### config.mk
export PLATFORM = sky130hd
export DESIGN_NAME = uart_byte_transmitter
export DESIGN_NICKNAME = d
export VERILOG_FILES = /design/src/rtl/uart_byte_transmitter.sv
export SDC_FILE = /design/constraint.sdc
export NUM_CORES = 1
export LEC_CHECK = 0
export ABC_AREA = 1
export CAP_MARGIN = 25
export CORE_MARGIN = 2
export CORE_UTILIZATION = 50
export CTS_BUF_LIST = sky130_fd_sc_hd__clkbuf_4 sky130_fd_sc_hd__clkbuf_8 sky130_fd_sc_hd__clkbuf_16
export DETAILED_ROUTE_END_ITERATION = 12
export DONT_BUFFER_PORTS = 1
export GPL_TIMING_DRIVEN = 0
export PLACE_DENSITY_LB_ADDON = 0.25
export SYNTH_ARGS = -nofsm -noshare
export SYNTH_HDL_FRONTEND = slang
export SYNTH_SLANG_ARGS = --single-unit
### constraint.sdc
create_clock -name clk -period 2.35 [get_ports clk]
set_input_delay 0.47 -clock clk [delete_from_list [all_inputs] [get_ports clk]]
set_output_delay 0.47 -clock clk [all_outputs]
set_load 0.02 [all_outputs]
### src/rtl/uart_byte_transmitter.sv
// Single-byte 8N1 UART transmitter: start bit, 8 data bits LSB first, stop bit.
// A rising edge on tx_start while idle launches one frame; tx_done pulses when
// the stop bit has been held for a full bit period.
module uart_byte_transmitter #(
  parameter int unsigned CLK_FREQ  = 50000000,
  parameter int unsigned BAUD_RATE = 9600
) (
  input  logic       clk,
  input  logic       rst_n,
  input  logic       tx_start,
  input  logic [7:0] tx_data,
  output logic       tx_done,
  output logic       tx_state,
  output logic       rs232_tx
);

  localparam int unsigned BPS      = CLK_FREQ / BAUD_RATE;
  localparam int unsigned CNT_W    = ($clog2(BPS) > 20) ? $clog2(BPS) : 20;
  localparam int unsigned IDX_W    = 4;
  localparam logic [CNT_W-1:0] CNT_MAX  = CNT_W'(BPS - 1);
  localparam logic [IDX_W-1:0] IDX_STOP = IDX_W'(9);
  localparam logic [IDX_W-1:0] IDX_LAST = IDX_W'(8);

  typedef enum logic {
    S_IDLE = 1'b0,
    S_SEND = 1'b1
  } state_t;

  state_t           state, state_d;
  logic             start_q;
  logic [7:0]       data_q, data_d;
  logic [CNT_W-1:0] baud_cnt, cnt_d;
  logic [IDX_W-1:0] bit_idx, idx_d;
  logic             done_d, busy_d, tx_d;
  logic             start_evt;

  // A start is a 0->1 transition of tx_start relative to the previous cycle.
  assign start_evt = tx_start & ~start_q;

  // State, datapath and output registers.
  always_ff @(posedge clk) begin
    if (!rst_n) begin
      state    <= S_IDLE;
      start_q  <= 1'b0;
      data_q   <= 8'h00;
      baud_cnt <= '0;
      bit_idx  <= '0;
      tx_done  <= 1'b0;
      tx_state <= 1'b0;
      rs232_tx <= 1'b1;
    end else begin
      state    <= state_d;
      start_q  <= tx_start;
      data_q   <= data_d;
      baud_cnt <= cnt_d;
      bit_idx  <= idx_d;
      tx_done  <= done_d;
      tx_state <= busy_d;
      rs232_tx <= tx_d;
    end
  end

  // Next-state logic: bit timing, bit sequencing and next output values.
  always_comb begin
    state_d = state;
    data_d  = data_q;
    cnt_d   = baud_cnt;
    idx_d   = bit_idx;
    done_d  = 1'b0;
    busy_d  = tx_state;
    tx_d    = rs232_tx;

    case (state)
      S_IDLE: begin
        if (start_evt) begin
          state_d = S_SEND;
          data_d  = tx_data;
          cnt_d   = '0;
          idx_d   = '0;
          busy_d  = 1'b1;
          tx_d    = 1'b0;
        end
      end

      S_SEND: begin
        if (baud_cnt == CNT_MAX) begin
          cnt_d = '0;
          if (bit_idx == IDX_STOP) begin
            // Stop bit complete: frame done, line stays high.
            state_d = S_IDLE;
            idx_d   = '0;
            busy_d  = 1'b0;
            done_d  = 1'b1;
            tx_d    = 1'b1;
          end else begin
            // bit_idx is the slot just finished; drive the following one.
            idx_d = bit_idx + IDX_W'(1);
            if (bit_idx == IDX_LAST) begin
              tx_d = 1'b1;
            end else begin
              tx_d = data_q[bit_idx[2:0]];
            end
          end
        end else begin
          cnt_d = baud_cnt + CNT_W'(1);
        end
      end

      default: begin
        state_d = S_IDLE;
        busy_d  = 1'b0;
        tx_d    = 1'b1;
      end
    endcase
  end

endmodule

==> results.txt <==
Diode insertion count for antenna repair - 0
VDD IR max - 417 uV
Number of gates resized after cts - 0
Post-Synthesis Mean Instance Area - 6.24 um^2
Die width - 69.0 um
Cell Count, Final, Fillers Out - 397
Antenna violations before repair - 0
Number of max-slew violations in the final report - 0
Achievable frequency - 0.600 GHz
Residual antenna-violating net count after detailed routing - 0
Gate count of the mapped netlist - 339
Endpoints failing setup - 0
Number of CTS-inserted buffers - 5
Outcome - finished clean
Count of endpoints failing hold in the final timing report - 0
Number of post-CTS setup repair buffers - 0
Clock tree from TritonCTS - done
Synthesized Nets - 351
Number of clock sinks - 37
Layout cells sized above 1 - 8.07%
Number of hold buffers added after cts - 0
Number of design-rule violations left by the first detailed-router iteration - 187
Static power due to leakage - 0.000891 uW
Boundary pin count - 14
Site Rows - 23
Via count of the first global-routing pass - 1,941
Netlist area before placement - 2110 um^2
Power Internal - 1010 uW
Setup repair after global routing missed its margin - no
HPWL after detailed placement - 3620 um
Largest net degree at the start of global routing - 13
Number of warnings reported in the yosys synthesis log - 0
Final global-route overflow total - 0
Share of power burned in the clock network - 43.7%
Via density - 5.27
Number of maximum-capacitance violations - 0
Global-route wire length before repair - 8620 um
Clock edge transition at the registers on the reported setup and hold paths - 0.08 ns
Fin crit share - 70.9%
Clock tree root driver cell - sky130_fd_sc_hd__clkbuf_8
Power density over the cells - 580 nW/um^2
Area enclosed by the die boundary - 4770 um^2
Starting density of the core - 52.5%
Normalized max-slew margin - 67.2%
Kind of capture point of the worst setup path - register
Via Count - 2,092
Final sum of negative setup slack - 0 ns
Clock buffer depth - 2
Routed wire per std cell - 12.3 um
Worst Path Max Fanout - 4
Tightest Hold Check Type - primary input to register
Sequential cell fraction of total power - 49.7%
Final net count - 358
Commonest cells after routing, fill and taps aside - 99 x sky130_fd_sc_hd__nand2_1, 45 x sky130_fd_sc_hd__nor2_1, 41 x sky130_fd_sc_hd__inv_1
Most frequent standard cell in the layout excluding fill and tap cells - sky130_fd_sc_hd__nand2_1
Combinational share of power - 6.6%
Number of detailed-routing iterations run before antenna repair - 4
Worst setup SP type - register
Port-buffer cells - 0
Transition time at the pin with the least slew margin - 0.493 ns
CP required - 2.57 ns
Number of levels the H-tree was split into - 2
Die Span Y - 69.0 um
Setup Skew - 0.0125 ns
Final wirelength - 4880 um
DRC - 0
Total GRT Usage - 22.2%
Placer's final routability congestion estimate - 0.904
Type of the setup path with the least slack - register to register
Flip-flop and latch count after synthesis - 37
Fin crit period - 1.67 ns
Clock latency of the later-clocked register in the worst-skew pair - 0.30 ns
Sequential-to-total area share from yosys stat - 35.0%
Placed insts - 389
P&R area growth vs syn - 8.64%
Critical path arrival - 1.89 ns
Total net switching power - 318 uW
Synth unique cells - 27
Core outline area - 4030 um^2
Switching Share - 23.8%
==> per-stage QoR <==
step,total power [uW],worst slack [ns],instance area (um^2),hold slack (ns),util [%]
6_report,1330,0.683,2300,0.259,57.0
3_3_place_gp,764,0.628,2180,0.441,54.0
5_1_grt,1390,0.434,2300,0.280,57.0
3_5_place_dp,766,0.590,2180,0.445,54.0
4_1_cts,1350,0.684,2300,0.256,57.0
2_1_floorplan,741,0.940,2110,0.424,-
==> sequential cells by signal, indices dropped and copies added (netlist names) <==
name / count
baud_cnt: 20
data_q: 8
bit_idx: 4
rs232_tx: 1
start_q: 1
state: 1
tx_done: 1
tx_state: 1
==> final timing paths <==
| check | from | endpoint | slack (ns) | cells past startpoint |
|---|---|---|---|---|
| max | baud_cnt[1]$_SDFFE_PN0P_ | baud_cnt[16]$_SDFFE_PN0P_ | 0.68 | 9 |
| min | tx_start | start_q$_SDFF_PN0_ | 0.26 | 2 |
| max reg2reg | baud_cnt[1]$_SDFFE_PN0P_ | baud_cnt[16]$_SDFFE_PN0P_ | 0.68 | 9 |
| min reg2reg | data_q[4]$_SDFFE_PN0P_ | data_q[4]$_SDFFE_PN0P_ | 0.46 | 2 |
==> metal layers <==
layer	vias to the layer above	global-route usage [%]	wire, um
met5	-	0	0
met4	0	7.63	102
met3	10	4.97	229
met2	42	35.7	2230
met1	945	29.4	2320
li1	1095	-	-
==> cell usage after synthesis <==
cell type                  count  area, um^2
sky130_fd_sc_hd__nand2_1      99         372
sky130_fd_sc_hd__nor2_1       45         169
sky130_fd_sc_hd__inv_1        41         154
sky130_fd_sc_hd__dfxtp_1      37         741
sky130_fd_sc_hd__nand3_1      33         165
sky130_fd_sc_hd__a21oi_1      23         115
sky130_fd_sc_hd__o21ai_0      14        70.1
sky130_fd_sc_hd__nand4_1      11        68.8
sky130_fd_sc_hd__buf_2         5        25.0
sky130_fd_sc_hd__nor2_2        5        31.3
sky130_fd_sc_hd__xor2_1        4        35.0
sky130_fd_sc_hd__inv_2         2        7.51
sky130_fd_sc_hd__nand2_2       2        12.5
sky130_fd_sc_hd__nand2_4       2        22.5
sky130_fd_sc_hd__nor2_4        2        22.5
sky130_fd_sc_hd__nor3_1        2        10.0
sky130_fd_sc_hd__o21a_1        2        15.0
sky130_fd_sc_hd__and2_1        1        6.26
sky130_fd_sc_hd__buf_1         1        3.75
sky130_fd_sc_hd__clkbuf_1      1        3.75
sky130_fd_sc_hd__clkinv_1      1        3.75
sky130_fd_sc_hd__ha_1          1        12.5
sky130_fd_sc_hd__nand3_2       1        10.0
sky130_fd_sc_hd__nand3_4       1        17.5
sky130_fd_sc_hd__nand3b_1      1        7.51
sky130_fd_sc_hd__nor4_1        1        6.26
sky130_fd_sc_hd__o211ai_1      1        7.51
==> power groups by stage <==
stage | logic, uW | registers [uW] | clock network, uW
2_1_floorplan | 66.4 | 674 | 0
3_3_place_gp | 87.4 | 677 | 0
3_5_place_dp | 88.7 | 677 | 0
4_1_cts | 89.3 | 662 | 599
5_1_grt | 103 | 665 | 620
6_report | 87.9 | 662 | 582
==> area by class of cell <==
| type | instances | area (um^2) |
|---|---|---|
| clock inverter | 2 | 37.5 |
| multi-input combinational | 251 | 1180 |
| buffer | 7 | 32.5 |
| inverter | 44 | 165 |
| clock buffer | 6 | 82.6 |
| tap | 50 | 62.6 |
| sequential | 37 | 741 |
| fill | 429 | 1730 |
==> worst max-delay path, stage by stage (launching register included) <==
cell                      delay [ns]
sky130_fd_sc_hd__dfxtp_1        0.40
sky130_fd_sc_hd__ha_1           0.25
sky130_fd_sc_hd__nand2_2        0.11
sky130_fd_sc_hd__nor2_1         0.26
sky130_fd_sc_hd__nand2_1        0.14
sky130_fd_sc_hd__inv_1          0.12
sky130_fd_sc_hd__nand2_1        0.06
sky130_fd_sc_hd__nand2_1        0.05
sky130_fd_sc_hd__nand3_1        0.06
sky130_fd_sc_hd__a21oi_1        0.14
==> cell families after synthesis <==
| group | count (synthesis) | share of synthesized area [%] |
|---|---|---|
| flops | 37 | 35.0 |
| fa+ha+maj | 1 | 0.592 |
| compound gates | 40 | 9.82 |
| simple gates | 206 | 43.6 |
| buf+inv | 51 | 9.35 |
| xor+xnor | 4 | 1.66 |
No activity file was read; power rests on OpenSTA's default activity.
